### config.mk
export PLATFORM = sky130hd
export DESIGN_NAME = regfile_dump_flat
export DESIGN_NICKNAME = d
export VERILOG_FILES = /design/src/rtl/regfile_dump_if.sv /design/src/rtl/regfile_dump.sv /design/src/flat_wrapper.sv
export SDC_FILE = /design/constraint.sdc
export NUM_CORES = 1
export LEC_CHECK = 0
export ABC_AREA = 1
export BUFFER_PORTS_ARGS = -buffer_cell sky130_fd_sc_hd__buf_2
export CORE_ASPECT_RATIO = 1.4
export CORE_MARGIN = 8
export CORE_UTILIZATION = 44
export DETAILED_ROUTE_END_ITERATION = 6
export PLACE_DENSITY = 0.84
export SETUP_SLACK_MARGIN = 0.3
export SLEW_MARGIN = 20
export SYNTH_ARGS = -nofsm -noshare
export SYNTH_HDL_FRONTEND = slang
export SYNTH_SLANG_ARGS = --single-unit
### constraint.sdc
create_clock -name clk -period 1.5 [get_ports clk]
set_input_delay 0.3 -clock clk [delete_from_list [all_inputs] [get_ports clk]]
set_output_delay 0.3 -clock clk [all_outputs]
set_load 0.005 [all_outputs]
### src/rtl/regfile_dump_if.sv
`default_nettype none
// ============================================================================
// Module   : regfile_dump_if
// Purpose  : valid/ready stream carrying one dumped register word and its index.
// Revision : 1.0  initial release
// ============================================================================
interface regfile_dump_if #(
  parameter int DATA_W = 32,
  parameter int ADDR_W = 5
);
  logic              dump_valid;
  logic              dump_ready;
  logic [DATA_W-1:0] dump_data;
  logic [ADDR_W-1:0] dump_addr;
  logic              dump_last;

  modport master (
    output dump_valid,
    output dump_data,
    output dump_addr,
    output dump_last,
    input  dump_ready
  );

  modport slave (
    input  dump_valid,
    input  dump_data,
    input  dump_addr,
    input  dump_last,
    output dump_ready
  );
endinterface
`default_nettype wire

### src/rtl/regfile_dump.sv
`default_nettype none
// ============================================================================
// Module   : regfile_dump
// Purpose  : walks a register-file index range through one asynchronous read
//            port and streams each word out over a valid/ready interface.
// Revision : 1.0  initial release
// ============================================================================
module regfile_dump #(
  parameter int DATA_W = 32,
  parameter int ADDR_W = 5
) (
  input  logic              clk,
  input  logic              reset,
  input  logic              start,
  input  logic              abort,
  input  logic [ADDR_W-1:0] first_reg,
  input  logic [ADDR_W-1:0] last_reg,
  output logic [ADDR_W-1:0] rf_read_reg,
  input  logic [DATA_W-1:0] rf_read_data,
  regfile_dump_if.master    dump,
  output logic              busy,
  output logic              done,
  output logic              error
);

  typedef enum logic [1:0] {
    S_IDLE = 2'd0,
    S_LOAD = 2'd1,
    S_SEND = 2'd2,
    S_DONE = 2'd3
  } state_t;

  state_t            state_q, state_d;
  logic [ADDR_W-1:0] ptr_q, ptr_d;
  logic [ADDR_W-1:0] end_q, end_d;
  logic [ADDR_W-1:0] addr_q, addr_d;
  logic [DATA_W-1:0] data_q, data_d;
  logic              valid_q, valid_d;
  logic              last_q, last_d;
  logic              error_q, error_d;

  logic              w_at_end;
  logic              w_handshake;

  assign w_at_end    = (ptr_q == end_q);
  assign w_handshake = valid_q && dump.dump_ready;

  always_ff @(posedge clk or negedge reset) begin
    if (!reset) begin
      state_q <= S_IDLE;
      ptr_q   <= '0;
      end_q   <= '0;
      addr_q  <= '0;
      data_q  <= '0;
      valid_q <= 1'b0;
      last_q  <= 1'b0;
      error_q <= 1'b0;
    end else begin
      state_q <= state_d;
      ptr_q   <= ptr_d;
      end_q   <= end_d;
      addr_q  <= addr_d;
      data_q  <= data_d;
      valid_q <= valid_d;
      last_q  <= last_d;
      error_q <= error_d;
    end
  end

  always_comb begin
    state_d = state_q;
    ptr_d   = ptr_q;
    end_d   = end_q;
    addr_d  = addr_q;
    data_d  = data_q;
    valid_d = valid_q;
    last_d  = last_q;
    error_d = 1'b0;

    case (state_q)
      S_IDLE: begin
        if (start) begin
          if (first_reg <= last_reg) begin
            ptr_d   = first_reg;
            end_d   = last_reg;
            state_d = S_LOAD;
          end else begin
            error_d = 1'b1;
          end
        end
      end

      S_LOAD: begin
        // The word is a snapshot of the read port at this edge; later writes never reach it.
        if (abort) begin
          state_d = S_IDLE;
        end else begin
          data_d  = rf_read_data;
          addr_d  = ptr_q;
          last_d  = w_at_end;
          valid_d = 1'b1;
          state_d = S_SEND;
        end
      end

      S_SEND: begin
        // Abort wins over a same-cycle handshake, so that word is treated as unsent.
        if (abort) begin
          valid_d = 1'b0;
          state_d = S_IDLE;
        end else if (w_handshake) begin
          valid_d = 1'b0;
          if (w_at_end) begin
            state_d = S_DONE;
          end else begin
            ptr_d   = ptr_q + ADDR_W'(1);
            state_d = S_LOAD;
          end
        end
      end

      S_DONE: begin
        state_d = S_IDLE;
      end

      default: begin
        state_d = S_IDLE;
      end
    endcase
  end

  assign rf_read_reg     = (state_q == S_LOAD) ? ptr_q : '0;
  assign busy            = (state_q == S_LOAD) || (state_q == S_SEND);
  assign done            = (state_q == S_DONE);
  assign error           = error_q;

  assign dump.dump_valid = valid_q;
  assign dump.dump_data  = data_q;
  assign dump.dump_addr  = addr_q;
  assign dump.dump_last  = last_q;

endmodule
`default_nettype wire

### src/flat_wrapper.sv
// flat-port wrapper written by rule: the top's interface ports become plain ports
module regfile_dump_flat 
#(
  parameter int DATA_W = 32,
  parameter int ADDR_W = 5
)
  (clk, reset, start, abort, first_reg, last_reg, rf_read_reg, rf_read_data, busy, done, error, dump_dump_valid, dump_dump_data, dump_dump_addr, dump_dump_last, dump_dump_ready);
  regfile_dump_if #(.DATA_W(DATA_W), .ADDR_W(ADDR_W)) dump_i ();
  input  logic clk;
  input  logic reset;
  input  logic start;
  input  logic abort;
  input  logic [ADDR_W-1:0] first_reg;
  input  logic [ADDR_W-1:0] last_reg;
  output logic [ADDR_W-1:0] rf_read_reg;
  input  logic [DATA_W-1:0] rf_read_data;
  output logic busy;
  output logic done;
  output logic error;
  output wire logic [$bits(dump_i.dump_valid)-1:0] dump_dump_valid;
  output wire logic [$bits(dump_i.dump_data)-1:0] dump_dump_data;
  output wire logic [$bits(dump_i.dump_addr)-1:0] dump_dump_addr;
  output wire logic [$bits(dump_i.dump_last)-1:0] dump_dump_last;
  input wire logic [$bits(dump_i.dump_ready)-1:0] dump_dump_ready;
  assign dump_dump_valid = dump_i.dump_valid;
  assign dump_dump_data = dump_i.dump_data;
  assign dump_dump_addr = dump_i.dump_addr;
  assign dump_dump_last = dump_i.dump_last;
  assign dump_i.dump_ready = dump_dump_ready;
  regfile_dump #(.DATA_W(DATA_W), .ADDR_W(ADDR_W)) u_core (.clk(clk), .reset(reset), .start(start), .abort(abort), .first_reg(first_reg), .last_reg(last_reg), .rf_read_reg(rf_read_reg), .rf_read_data(rf_read_data), .dump(dump_i), .busy(busy), .done(done), .error(error));
endmodule
# --- Yosys cells after proc, flatten, opt, wreduce, memory -nomap -nowiden ---
# Index checks and enable logic that the tools add are counted.
# Widths: inputs -> output; s select.
totals:
  reg_bits: 52
  latch_bits: 0
  ramBits: 0
  romBits: 0
  inputBits: 47
  output_inout_bits: 47
  wordCells: 53
  memories: 0
op_classes:
  addsub: 1
  mul: 0
  n_div: 0
  n_lt_le_gt_ge: 1
  n_eq_ne: 11
  shift: 0
  n_mux: 21
  bitwise: 1
  n_reduce_logical: 10
ops:
  columns: ["cell", "n"]
  rows:
  - ["$mux 5", 6]
  - ["$mux 2", 6]
  - ["$pmux 5 s2", 1]
  - ["$reduce_and 3->1", 3]
  - ["$ne 2x2->1 const B", 4]
  - ["$pmux 2 s4", 1]
  - ["$mux 1", 6]
  - ["$reduce_and 6->1", 1]
  - ["$add 5x1->5 const B", 1]
  - ["$eq 5x5->1", 1]
  - ["$le 5x5->1", 1]
  - ["$eq 2x2->1 const B", 2]
  - ["$ne 2x1->1 const B", 2]
  - ["$reduce_bool 2->1", 2]
  - ["$ne 3x2->1 const B", 1]
  - ["$eq 2x1->1 const B", 1]
  - ["$logic_not 2->1", 1]
  - ["$pmux 1 s2", 1]
  - ["$reduce_and 2->1", 1]
  - ["$logic_and 1x1->1", 1]
  - ["$logic_or 1x1->1", 1]
  - ["$not 1->1", 1]

# --- Depth between registers and ports, before layout ---
# Gate-level depths: netlist of run 1.
depth:
  word_depth: 5
  depth_mapped: 12
  ltp_nobuf: 12

# --- Least setup slack after synthesis of run 1 ---
# No wires, ideal clock.
synth_timing:
  path_kind: "register to register"
  from: "reg u_core.state_q[0]"
  to: "reg u_core.ptr_q[0]"
  setup_ns: 0.117
  arrival_ns: 1.366
  t_required_ns: 1.383
  setup_slack_ns: 0.017
  path_stages_with_launch: 10
  path_buffers: 0
  synth_period_minus_slack_ns: 1.483
  cell_sequence: "dfrtp_1 > inv_1 > ha_1 > inv_1 > nor4_1 > nand2_2 > nand2_4 > nand2_4 > nand2_1 > nand2_1"
synth_via:
  elab_chain_cells: 3
  word_cells_on_any_way: 10
  classes_between: "6 x eq/ne; 1 x mux; 3 x reduce/logical"
synth_lines:
  columns: ["item", "line", "rtl"]
  rows:
  - ["start: declaration", "regfile_dump.sv:33", "state_t state_q, state_d;"]
  - ["start signal: assignment", "regfile_dump.sv:59", "state_q <= state_d;"]
  - ["$eq 2x2->1 / $logic_not 2->1 (equally long branches)", "regfile_dump.sv:80", "case (state_q)"]
  - ["$ne 2x2->1 (no source line) (tied with other cells)", null, null]
  - ["$reduce_and 6->1 (no source line)", null, null]
  - ["end signal: assignment", "regfile_dump.sv:60", "ptr_q <= ptr_d;"]
  - ["end: declaration", "regfile_dump.sv:34", "logic [ADDR_W-1:0] ptr_q, ptr_d;"]
# Parallel ways exist; a longest one is shown, timed or not.
# A chain may end at the register's enable or synchronous reset.

# --- Worst setup path after layout of run 1 ---
layout_timing:
  from: "reg u_core.state_q[1]"
  to: "reg u_core.ptr_q[0]"
# The elaborated chain is that of the path after synthesis.

==> results of run 1 <==
==> power groups by stage <==
stage | Combinational (mW) | Clock (mW) | Sequential [mW]
2_1_floorplan | 1.81 | 0 | 2.52
3_3_place_gp | 2.95 | 0 | 2.48
3_5_place_dp | 3.04 | 0 | 2.51
4_1_cts | 3.35 | 1.06 | 2.49
5_1_grt | 4.16 | 1.12 | 2.58
6_report | 3.72 | 1.03 | 2.49
==> Yosys cell counts <==
cell	count
a21oi_1	4
buf_2	4
buf_4	1
clkbuf_1	4
dfrtp_1	52
ha_1	11
inv_1	30
inv_2	2
nand2_1	160
nand2_2	2
nand2_4	2
nand3_1	9
nand3_2	2
nand4_1	1
nor2_1	2
nor2_2	3
nor2_4	2
nor3_1	1
nor4_1	1
o21ai_0	17
o21ai_1	1
xnor2_1	1
xor2_1	2
==> cell families after synthesis <==
family                   count (synthesis)
AO/OA/AOI/OAI                           22
adder cells (fa/ha/maj)                 11
flip-flops                              52
XOR/XNOR                                 3
buffers and inverters                   41
AND/OR/NAND/NOR                        185
==> per-stage QoR <==
step | cell area (sq um) | TNS, ns | cells | util, % | hold WS [ns]
CTS | 3490 | -0.0648 | 492 | 63.2 | 0.186
floorplan | 2650 | 0 | 314 | - | 0.00441
global route | 3690 | -2.16 | 498 | 66.8 | 0.190
global placement | 3220 | -0.495 | 474 | 58.4 | 0.308
finish | 3690 | -0.0909 | 498 | 66.8 | 0.192
detailed placement | 3220 | -1.37 | 474 | 58.4 | 0.312
==> final timing paths <==
kind                       slack [ns]  depth (start not counted)                                 start                                     to
min in group asynchronous        0.51                          3                                 reset            u_core.end_q[1]$_DFFE_PN0P_
min reg2reg                      0.47                          2  u_core.dump.dump_data[3]$_DFFE_PN0P_   u_core.dump.dump_data[3]$_DFFE_PN0P_
min                              0.19                          3                      rf_read_data[22]  u_core.dump.dump_data[22]$_DFFE_PN0P_
max reg2reg                     -0.04                         10         u_core.state_q[1]$_DFFE_PN0P_            u_core.ptr_q[0]$_DFFE_PN0P_
max in group asynchronous        0.74                          3                                 reset            u_core.ptr_q[0]$_DFFE_PN0P_
max                             -0.04                         10         u_core.state_q[1]$_DFFE_PN0P_            u_core.ptr_q[0]$_DFFE_PN0P_
==> state kept, by name, indices dropped and copies added, names as in the netlist <==
register and cells:
u_core.error 1, u_core.ptr_q 5, u_core.dump.dump_data 32, u_core.dump.dump_addr 5
u_core.dump.dump_last 1, u_core.end_q 5, u_core.dump.dump_valid 1, u_core.state_q 2
==> worst reg2reg max path: stages (launching register included) <==
cell and delay, ns:
dfrtp_1 0.41, buf_4 0.14, buf_6 0.11, ha_4 0.17, inv_6 0.07, buf_6 0.13
buf_4 0.11, nand2_1 0.04, o21ai_0 0.09, nand3_1 0.12, nand2_1 0.08
==> what timing repair did <==
action | CTS | global route
resized for setup | 23 | 43
endpoints found under the hold margin | 52 | 0
hold buffers | 1 | 0
setup buffers | 9 | 4
pin swaps | 7 | 22
setup endpoints to repair | 59 | 59
gates cloned | 0 | 2
==> layout make-up <==
type | count | area [sq um]
sequential | 52 | 1310
multi-input combinational | 222 | 1230
tap | 68 | 85.1
timing repair buffer | 116 | 791
clock buffer | 7 | 96.3
inverter | 32 | 155
clock inverter | 1 | 30.0
fill | 446 | 1830
==> per-layer routing <==
layer | up-vias | track usage (%)
met1 | 1068 | 16.0
met5 | - | 0
met2 | 67 | 27.6
li1 | 1189 | -
met4 | 0 | 7.70
met3 | 15 | 3.23
==> cells in the final DEF (no fill, tap or decap), types with 3 or more instances in the layout <==
master and instances:
nand3_2 3, buf_4 13, ha_4 7, dfrtp_1 49, buf_2 84, nand3_1 8, inv_4 3, ha_1 4
nand2_1 150, inv_2 4, buf_6 10, buf_8 3, o21ai_1 9, buf_12 4, nor2_4 5, inv_1 21
dfrtp_2 3, a21oi_1 3, clkbuf_8 7, nand2_4 6, nand2_2 8, o21ai_0 7
==> impl_results.md, run 1 <==
* Clk slew on worst S/H paths at roughly 0.1 ns
* Largest delay share family, worst path: buffers and inverters
* Buf+Inv Stages, Crit Path at 5
* Hold Fails Final Rpt at 0
* Reg power frac at 34.4%
* Failing checks: negative setup slack
* Global-route wire length before repair at ~10000 um
* FP Rows at 32
* Crit-path max cell delay at ~0.41 ns
* Yosys reg bits at between 50 and 60
* H-tree Lvls at 2
* Max Fclk at approximately 0.65 GHz
* Worst-Margin Slew at between 0.2 and 0.3 ns
* Critical path class: flop to flop
* Synth Area in Simple Gates at between 30 and 40%
* I/O Buffers at between 90 and 100
* RD Place Congestion at 0.797
* Share of the synthesized area in the top cell type at slightly above 50%
* Clock Root Buffer: clkbuf_8
* Initial Util at roughly 45%
* Met2 WL at between 3000 and 4000 um
* Core ar. at ~0.0055 sq mm
* Initial DRC Count at about 110
* Chip width at roughly 80 um
* Die Y at about 110 um
* DIE AREA at approximately 0.0084 sq mm
* Vias/cell at 4.70
* Clk sinks at between 50 and 60
* Num ports at 94
* WP data arrival at between 1.5 and 2 ns
* Synth Area in Compound Gates at around 4.4%
* Synth area leaders: dfrtp_1 52%, nand2_1 24%, ha_1 5.5%, inv_1 4.5%, o21ai_0 3.4%
* Crit end category: flop
* Initial antenna violation count at 0
* Pre-antenna DRT Iters at 4
* Post-DP HPWL at 4900 um
* Pre-CTS setup slack at -0.171 ns
* Max_slew headroom at 81.6%
* Run status: finished, violations left
* Slew Limit Fails at 0
* Number of nets in the layout at about 490
* TritonCTS clock tree: done
* Cell area power density at around 2000 mW/mm^2
* Grt total ovfl at 0
* Synthesized area per cell at roughly 8.0 sq um
* Power share of the combinational group at between 50% and 60%
* Main combinational cell family by area after synthesis: simple AND/OR/NAND/NOR gates
* Minimum clock period at approximately 1.5 ns
* Setup Skew at about 0.012 ns
* RSZ-0062 raised after global routing: true
* Post-route DRC at 0
* Final worst setup slack at -0.0403 ns
* Seq/Total Area, Yosys at about half
* Final setup fails at 4
* VDD IR max at 1050 uV
* Cell Area, Synth at ~0.0025 sq mm
* Share of cells above drive strength 1 at around two fifths
* Sw Pwr at 2.87 mW
* Max layer used: met4
* Worst Path Required at 1.73 ns
* Vias at about 2300
* Global Route Usage Sum at roughly 15%
* Clock latency on the worst-skew pair at ~0.30 ns
* Area leader, netlist: dfrtp_1
* WL final at between 6000 and 7000 um
* DRT antenna net count at 0
* Synth-to-Final Area Change at 47.4%
* Worst-path fanout max at 7
* CTS Buffer Depth at 2
* CP startpoint kind: flop
* Worst hold-check path type: input pin to flop
* Cell variety after synth at 23
* Leak Pwr at 2.08 nW
* Slowest stage cell on the critical path: dfrtp_1
* XOR/XNOR share of the synthesized area at under 10%
* Int Power at around 4.4 mW
* DR WL/cell at 13.7 um
* Post-synthesis mux area share at 0%
* Vias in the first global route at approximately 2300
* Power share of the clock group at approximately 14%
* Ys Warns at 0
* Crit-path cells: buf_4 -> buf_6 -> ha_4 -> inv_6 -> buf_6 -> buf_4 -> nand2_1 -> o21ai_0 -> nand3_1 -> nand2_1
* Largest net degree at the start of global routing at 53
* Sw frac at 39.6%
* Routed met3 length at between 400 and 500 um
* Adder-cell share of the synthesized area at ~5.5%
* Total Power at approximately 7.2 mW
* Metal-1 WL at 2590 um
* Cells after Synth at about 310
* CTS Buf Count at 5
* Ant. Diodes at 0
* Syn Nets at about 370
* Max-cap violations at 0
* Post-route clock period utilization at 103%
Power figures use the tool's default switching activity.
==> inputs of run 2 (changes only) <==
--- a/config.mk
+++ b/config.mk
@@ -7,11 +7,13 @@
 export LEC_CHECK = 0
 export ABC_AREA = 1
 export BUFFER_PORTS_ARGS = -buffer_cell sky130_fd_sc_hd__buf_2
+export CAP_MARGIN = 10
 export CORE_ASPECT_RATIO = 1.4
 export CORE_MARGIN = 8
 export CORE_UTILIZATION = 44
 export DETAILED_ROUTE_END_ITERATION = 6
 export PLACE_DENSITY = 0.84
+export REMOVE_ABC_BUFFERS = 1
 export SETUP_SLACK_MARGIN = 0.3
 export SLEW_MARGIN = 20
 export SYNTH_ARGS = -nofsm -noshare
==> run 2 against run 1 <==
Effect of this change: the flow still finishes with violations (negative setup slack); hold slack worse by 0.0018 ns; highest routed layer unchanged; largest cell class unchanged; clock power is 23% lower; first-iteration DRC count is 28% lower; largest power group unchanged; sequential cell count stayed put; critical path type unchanged.
==> impl_results.md, run 2 (synthesized netlist as in run 1, its figures left out) <==
* Run status: finished, violations left
* Failing checks: negative setup slack
* Chip width at 79.8 um
* Pre-antenna DRT Iters at 4
* Grt total ovfl at 0
* CTS Buf Count at 5
* Hold Startpoint: rf_read_data[25]
* Clk slew on worst S/H paths at 0.10 ns
* Global-route wire length before repair at 11700 um
* Total Power at slightly above 8 mW
* Crit end category: flop
* DIE AREA at approximately 0.0084 sq mm
* WL final at between 7000 and 8000 um
* Worst hold-check path type: input pin to flop
* RSZ-0062 raised after global routing: true
* CTS Buffer Depth at 2
* H-tree Lvls at 2
* Num ports at between 90 and 100
* Pre-CTS setup slack at -0.214 ns
* Synth-to-Final Area Change at 57.5%
* Max Fclk at about 0.58 GHz
* Commonest non-fill, non-tap cells in the layout: 128 x nand2_1, 89 x buf_2, 50 x dfrtp_1
* Slew Limit Fails at 0
* Share of cells above drive strength 1 at 46.1%
* Clock latency on the worst-skew pair at 0.31 ns
* Setup TNS at -6.08 ns
* Vias/cell at approximately 4.9
* Initial antenna violation count at 0
* Post-route clock period utilization at 115%
* Worst Path Required at around 1.7 ns
* Critical path class: flop to flop
* Number of nets in the layout at about 510
* Ant. Diodes at 0
* Final setup fails at 51
* Flop2flop setup slack at -0.23 ns
* Global Route Usage Sum at approximately 17%
* Cell area power density at roughly 2000 mW/mm^2
* Worst r2r path cells at 12
* Worst-Margin Slew at about 0.29 ns
* WP data arrival at approximately 1.9 ns
* R2r endpoint: u_core.dump.dump_data[24]$_DFFE_PN0P_
* Leak Pwr at about 2.2 nW
* Max_slew headroom at between 80 and 90%
* Vias at around 2500
* Die Y at 105 um
* Final Instance Count excl. Fillers at approximately 520
* Worst-path fanout max at 6
* DR WL/cell at between 15 and 20 um
* Post-DP HPWL at 4780 um
* RD Place Congestion at 0.776
* Setup Skew at about 0.015 ns
* R2R Path Start: u_core.state_q[1]$_DFFE_PN0P_
* VDD IR max at 1230 uV
* Initial Util at between 40% and 50%
* Largest net degree at the start of global routing at 53
* I/O Buffers at 93
* Cells after DPL at 481
* Min-Delay Endpoint: u_core.dump.dump_data[25]$_DFFE_PN0P_
* Final worst setup slack at -0.232 ns
* Post-route DRC at 0
* Hold Fails Final Rpt at 0
* DRT antenna net count at 0
* Clk sinks at 52
* TritonCTS clock tree: done
* FP Rows at 32
* Max FFs per register at 32
* Hold path depth at 3
* Minimum clock period at between 1.5 and 2 ns
* Max-cap violations at 0
* Clock Root Buffer: clkbuf_8
* Most common cell after layout, fill and taps aside: nand2_1
* Core ar. at around 0.0055 sq mm
* Initial DRC Count at slightly below 80
* CP startpoint kind: flop
* Vias in the first global route at about 2500
run 2: cell types whose count changed in the layout (fill, tap and decap cells not counted), moves of 5 or more:
cell,delta
buf_4,+8
nand2_2,+22
buf_16,+6
nand2_1,-22
buf_2,+5
run 2: worst max path at each step:
stage,start,to,slack (ns),cells after the start
floorplan,u_core.state_q[1]$_DFFE_PN0P_,u_core.dump.dump_valid$_DFFE_PN0P_,-0.54,9
global placement,first_reg[4],u_core.ptr_q[4]$_DFFE_PN0P_,-0.11,12
detailed placement,last_reg[4],u_core.ptr_q[2]$_DFFE_PN0P_,-0.21,13
CTS,u_core.state_q[0]$_DFFE_PN0P_,rf_read_reg[1],-0.13,6
global route,u_core.state_q[1]$_DFFE_PN0P_,u_core.dump.dump_data[24]$_DFFE_PN0P_,-0.31,12
finish,u_core.state_q[1]$_DFFE_PN0P_,u_core.dump.dump_data[24]$_DFFE_PN0P_,-0.23,12
run 2: what timing repair did:
| action | in CTS | in global routing |
|---|---|---|
| endpoints found under the hold margin | 52 | 0 |
| gates resized for setup | 78 | 21 |
| pin swaps | 12 | 8 |
| endpoints found under the setup margin | 59 | 61 |
| hold buffers | 1 | 0 |
| buffers inserted | 14 | 6 |
| gates cloned | 7 | 2 |
run 2: layer usage:
| layer | vias up | part of all wire [%] | wire, um | GRT usage (%) |
|---|---|---|---|---|
| met5 | - | 0 | 0 | 0 |
| met3 | 12 | 6.0 | 478 | 3.32 |
| met4 | 0 | 2.0 | 161 | 7.05 |
| li1 | 1233 | - | - | - |
| met2 | 85 | 55 | 4430 | 31.0 |
| met1 | 1194 | 37 | 2920 | 19.1 |
run 2: worst max-delay path, stage by stage, from the launching register on:
cell and delay, ns:
dfrtp_1 0.43, inv_2 0.12, ha_4 0.15, buf_4 0.11, buf_6 0.08, inv_2 0.03
nor2_4 0.12, inv_6 0.07, buf_12 0.14, buf_12 0.12, buf_16 0.13, nand2_2 0.04
nand2_1 0.07
run 2: stage by stage:
| stage | hold WS (ns) | area (sq um) | util (%) |
|---|---|---|---|
| 3_3_place_gp | 0.309 | 3150 | 57.0 |
| 5_1_grt | 0.180 | 3950 | 71.4 |
| 4_1_cts | 0.183 | 3780 | 68.4 |
| 2_1_floorplan | 0.00441 | 2460 | - |
| 3_5_place_dp | 0.312 | 3150 | 57.0 |
| 6_report | 0.190 | 3950 | 71.4 |
run 2: where the power goes:
| group | switching [mW] | leakage, nW | total (mW) | internal, mW |
|---|---|---|---|---|
| clock | 0.466 | 0.0414 | 0.798 | 0.333 |
| combinational | 2.36 | 1.52 | 4.73 | 2.37 |
| sequential | 0.512 | 0.646 | 2.58 | 2.07 |
run 2: layout make-up:
type,count,area (sq um)
clock buffers,6,72.6
clock inverters,2,16.3
fillers,400,1580
inverters,32,134
multi-input cells,222,1240
flip-flops and latches,52,1300
well taps,68,85.1
repair buffers,137,1090
==> inputs of run 3 (changes only) <==
--- a/config.mk
+++ b/config.mk
@@ -8,11 +8,13 @@
 export ABC_AREA = 1
 export BUFFER_PORTS_ARGS = -buffer_cell sky130_fd_sc_hd__buf_2
 export CAP_MARGIN = 10
+export CELL_PAD_IN_SITES_DETAIL_PLACEMENT = 2
+export CELL_PAD_IN_SITES_GLOBAL_PLACEMENT = 2
 export CORE_ASPECT_RATIO = 1.4
 export CORE_MARGIN = 8
-export CORE_UTILIZATION = 44
+export CORE_UTILIZATION = 24
 export DETAILED_ROUTE_END_ITERATION = 6
-export PLACE_DENSITY = 0.84
+export PLACE_DENSITY = 0.83
 export REMOVE_ABC_BUFFERS = 1
 export SETUP_SLACK_MARGIN = 0.3
 export SLEW_MARGIN = 20
==> run 3 against run 2 <==
Effect of this change: the run still ends with negative setup slack left; cell count rose by 17%; maximum frequency is 4.0% higher; clock skew fell by 0.0059 ns; largest power group unchanged; core utilization is 25 points lower; clock power rose by 72%; largest cell class is now multi-input gates; critical path type is now flop to output port; die area up 67%; combinational power up 30%.
==> impl_results.md, run 3 (synthesized netlist as in run 1, its figures left out) <==
* Run status: finished, violations left
* Failing checks: negative setup slack
* Setup Skew at about 0.0086 ns
* Crit path launch: u_core.state_q[0]$_DFFE_PN0P_
* Share of cells above drive strength 1 at between 60 and 70%
* Vias at 2679
* H-tree Lvls at 2
* WP data arrival at 1.36 ns
* Int Power at 5.97 mW
* RSZ-0062 raised after global routing: true
* Max Fclk at 0.601 GHz
* Worst hold-check path type: input pin to asynchronous set/reset pin
* Crit end category: output port
* Global Route Usage Sum at between 15 and 20%
* Sw Pwr at approximately 4.2 mW
* Commonest non-fill, non-tap cells in the layout: 80 x buf_2, 76 x nand2_1, 58 x nand2_2
* Clk sinks at 52
* Clk slew on worst S/H paths at about 0.07 ns
* Die Y at around 140 um
* Initial antenna violation count at 0
* Sw frac at between 40% and 50%
* Pre-antenna DRT Iters at 4
* DRT antenna net count at 0
* Clock latency on the worst-skew pair at about 0.29 ns
* Ant. Diodes at 0
* Max FFs per register at 32
* Leak Pwr at ~2.6 nW
* RD Place Congestion at around 0.74
* Synth-to-Final Area Change at 92.5%
* Final Instance Count excl. Fillers at between 600 and 700
* Initial DRC Count at 50
* CTS Buf Count at 5
* Final setup fails at 48
* Core ar. at between 0.01 and 0.015 sq mm
* Most common cell after layout, fill and taps aside: buf_2
* Post-route clock period utilization at 111%
* Pre-CTS setup slack at -0.307 ns
* VDD IR max at between 700 and 800 uV
* R2R Path Start: u_core.state_q[0]$_DFFE_PN0P_
* Power share of the clock group at 13.4%
* WL final at ~12000 um
* Hold Fails Final Rpt at 0
* Clock Root Buffer: clkbuf_16
* FP Rows at 44
* Num ports at 94
* Worst Path Required at 1.20 ns
* Vias/cell at around 4.4
* Final worst setup slack at -0.165 ns
* DR WL/cell at 20.0 um
* CTS Hold Bufs at 0
* DP Area at 0.00327 sq mm
* Fill cells at approximately 1100
* Max_slew headroom at 79.9%
* TritonCTS clock tree: done
* Chip width at between 100 and 150 um
* Cells after DPL at 555
* Worst-Margin Slew at 0.301 ns
* Design area at slightly below 0.005 sq mm
* Minimum clock period at 1.66 ns
* Post-route DRC at 0
* Worst-path fanout max at 6
* Post-DP HPWL at slightly below 7000 um
* Slew Limit Fails at 0
* Reg power frac at around a quarter
* Critical path class: flop to output port
* Grt total ovfl at 0
* Power share of the combinational group at approximately three fifths
* CTS Buffer Depth at 2
* Cell area power density at roughly 2100 mW/mm^2
* WHS at around 0.022 ns
* I/O Buffers at between 90 and 100
* Vias in the first global route at roughly 3100
* Core Util, Final at 46.8%
* Max-cap violations at 0
* Largest net degree at the start of global routing at 53
* CP startpoint kind: flop
* DIE AREA at 0.0140 sq mm
* Global-route wire length before repair at 17900 um
* Number of nets in the layout at around 530
* Initial Util at between 20 and 25%
## run 3: cell count changes in the layout (fill, tap and decap cells not counted), sizes merged
cell / delta
clkbuf: -1
clkinvlp: -2
bufinv: +1
buf: +18
dlygate4sd3: -1
inv: +2
## run 3: power groups by stage
stage                     clock (mW)  sequential, mW  combinational, mW
after floorplan                    0            2.52               1.61
after global placement             0            2.48               3.10
after detailed placement           0            2.53               3.31
after CTS                       1.41            2.56               5.46
after global routing            1.45            2.75               6.64
final                           1.37            2.67               6.16
## run 3: cell type report
type	count	area (sq um)	share of cell area, %
clock buffers	6	139	2.88
clock inverters	2	38.8	0.805
inverters	32	148	3.06
multi-input cells	222	1600	33.1
flip-flops and latches	52	1300	27.0
well taps	138	173	3.58
repair buffers	153	1410	29.3
repair inverters	1	11.3	0.234
## run 3: final timing paths
kind                                                              end  depth (start not counted)  slack (ns)
worst min-delay path            u_core.dump.dump_data[11]$_DFFE_PN0P_                          2        0.02
worst max-delay path                                   rf_read_reg[3]                          6       -0.16
min in group clk                u_core.dump.dump_data[23]$_DFFE_PN0P_                          3        0.20
worst min register to register  u_core.dump.dump_data[17]$_DFFE_PN0P_                          2        0.47
max in group asynchronous                 u_core.ptr_q[0]$_DFFE_PN0P_                          2        1.22
worst max register to register   u_core.dump.dump_data[5]$_DFFE_PN0P_                         10       -0.11
## run 3: per-layer routing
layer | part of all wire (%) | track usage, % | vias up
met5 | 0 | 0 | -
met4 | 1.2 | 4.67 | 0
met3 | 4.5 | 3.05 | 12
met2 | 60 | 34.3 | 70
met1 | 34 | 16.6 | 1327
li1 | - | - | 1270
## run 3: what timing repair did
action | 4_1_cts | 5_1_grt
cloned | 12 | 1
resized for setup | 147 | 93
setup buffers | 25 | 5
pin swaps | 28 | 21
endpoints found under the hold margin | 0 | 0
endpoints found under the setup margin | 59 | 59
## run 3: stage by stage
stage                     power, mW  TNS [ns]
after floorplan                4.13    -14.54
after global placement         5.58     -1.46
after detailed placement       5.83     -2.85
after CTS                      9.42    -0.808
after global routing           10.9     -6.30
final                          10.2     -3.22
## run 3: worst max-delay path, stage by stage (launching register included)
cell     delay [ns]
dfrtp_1        0.39
buf_6          0.13
ha_4           0.17
buf_12         0.14
nand2_2        0.08
inv_2          0.04
buf_6          0.11
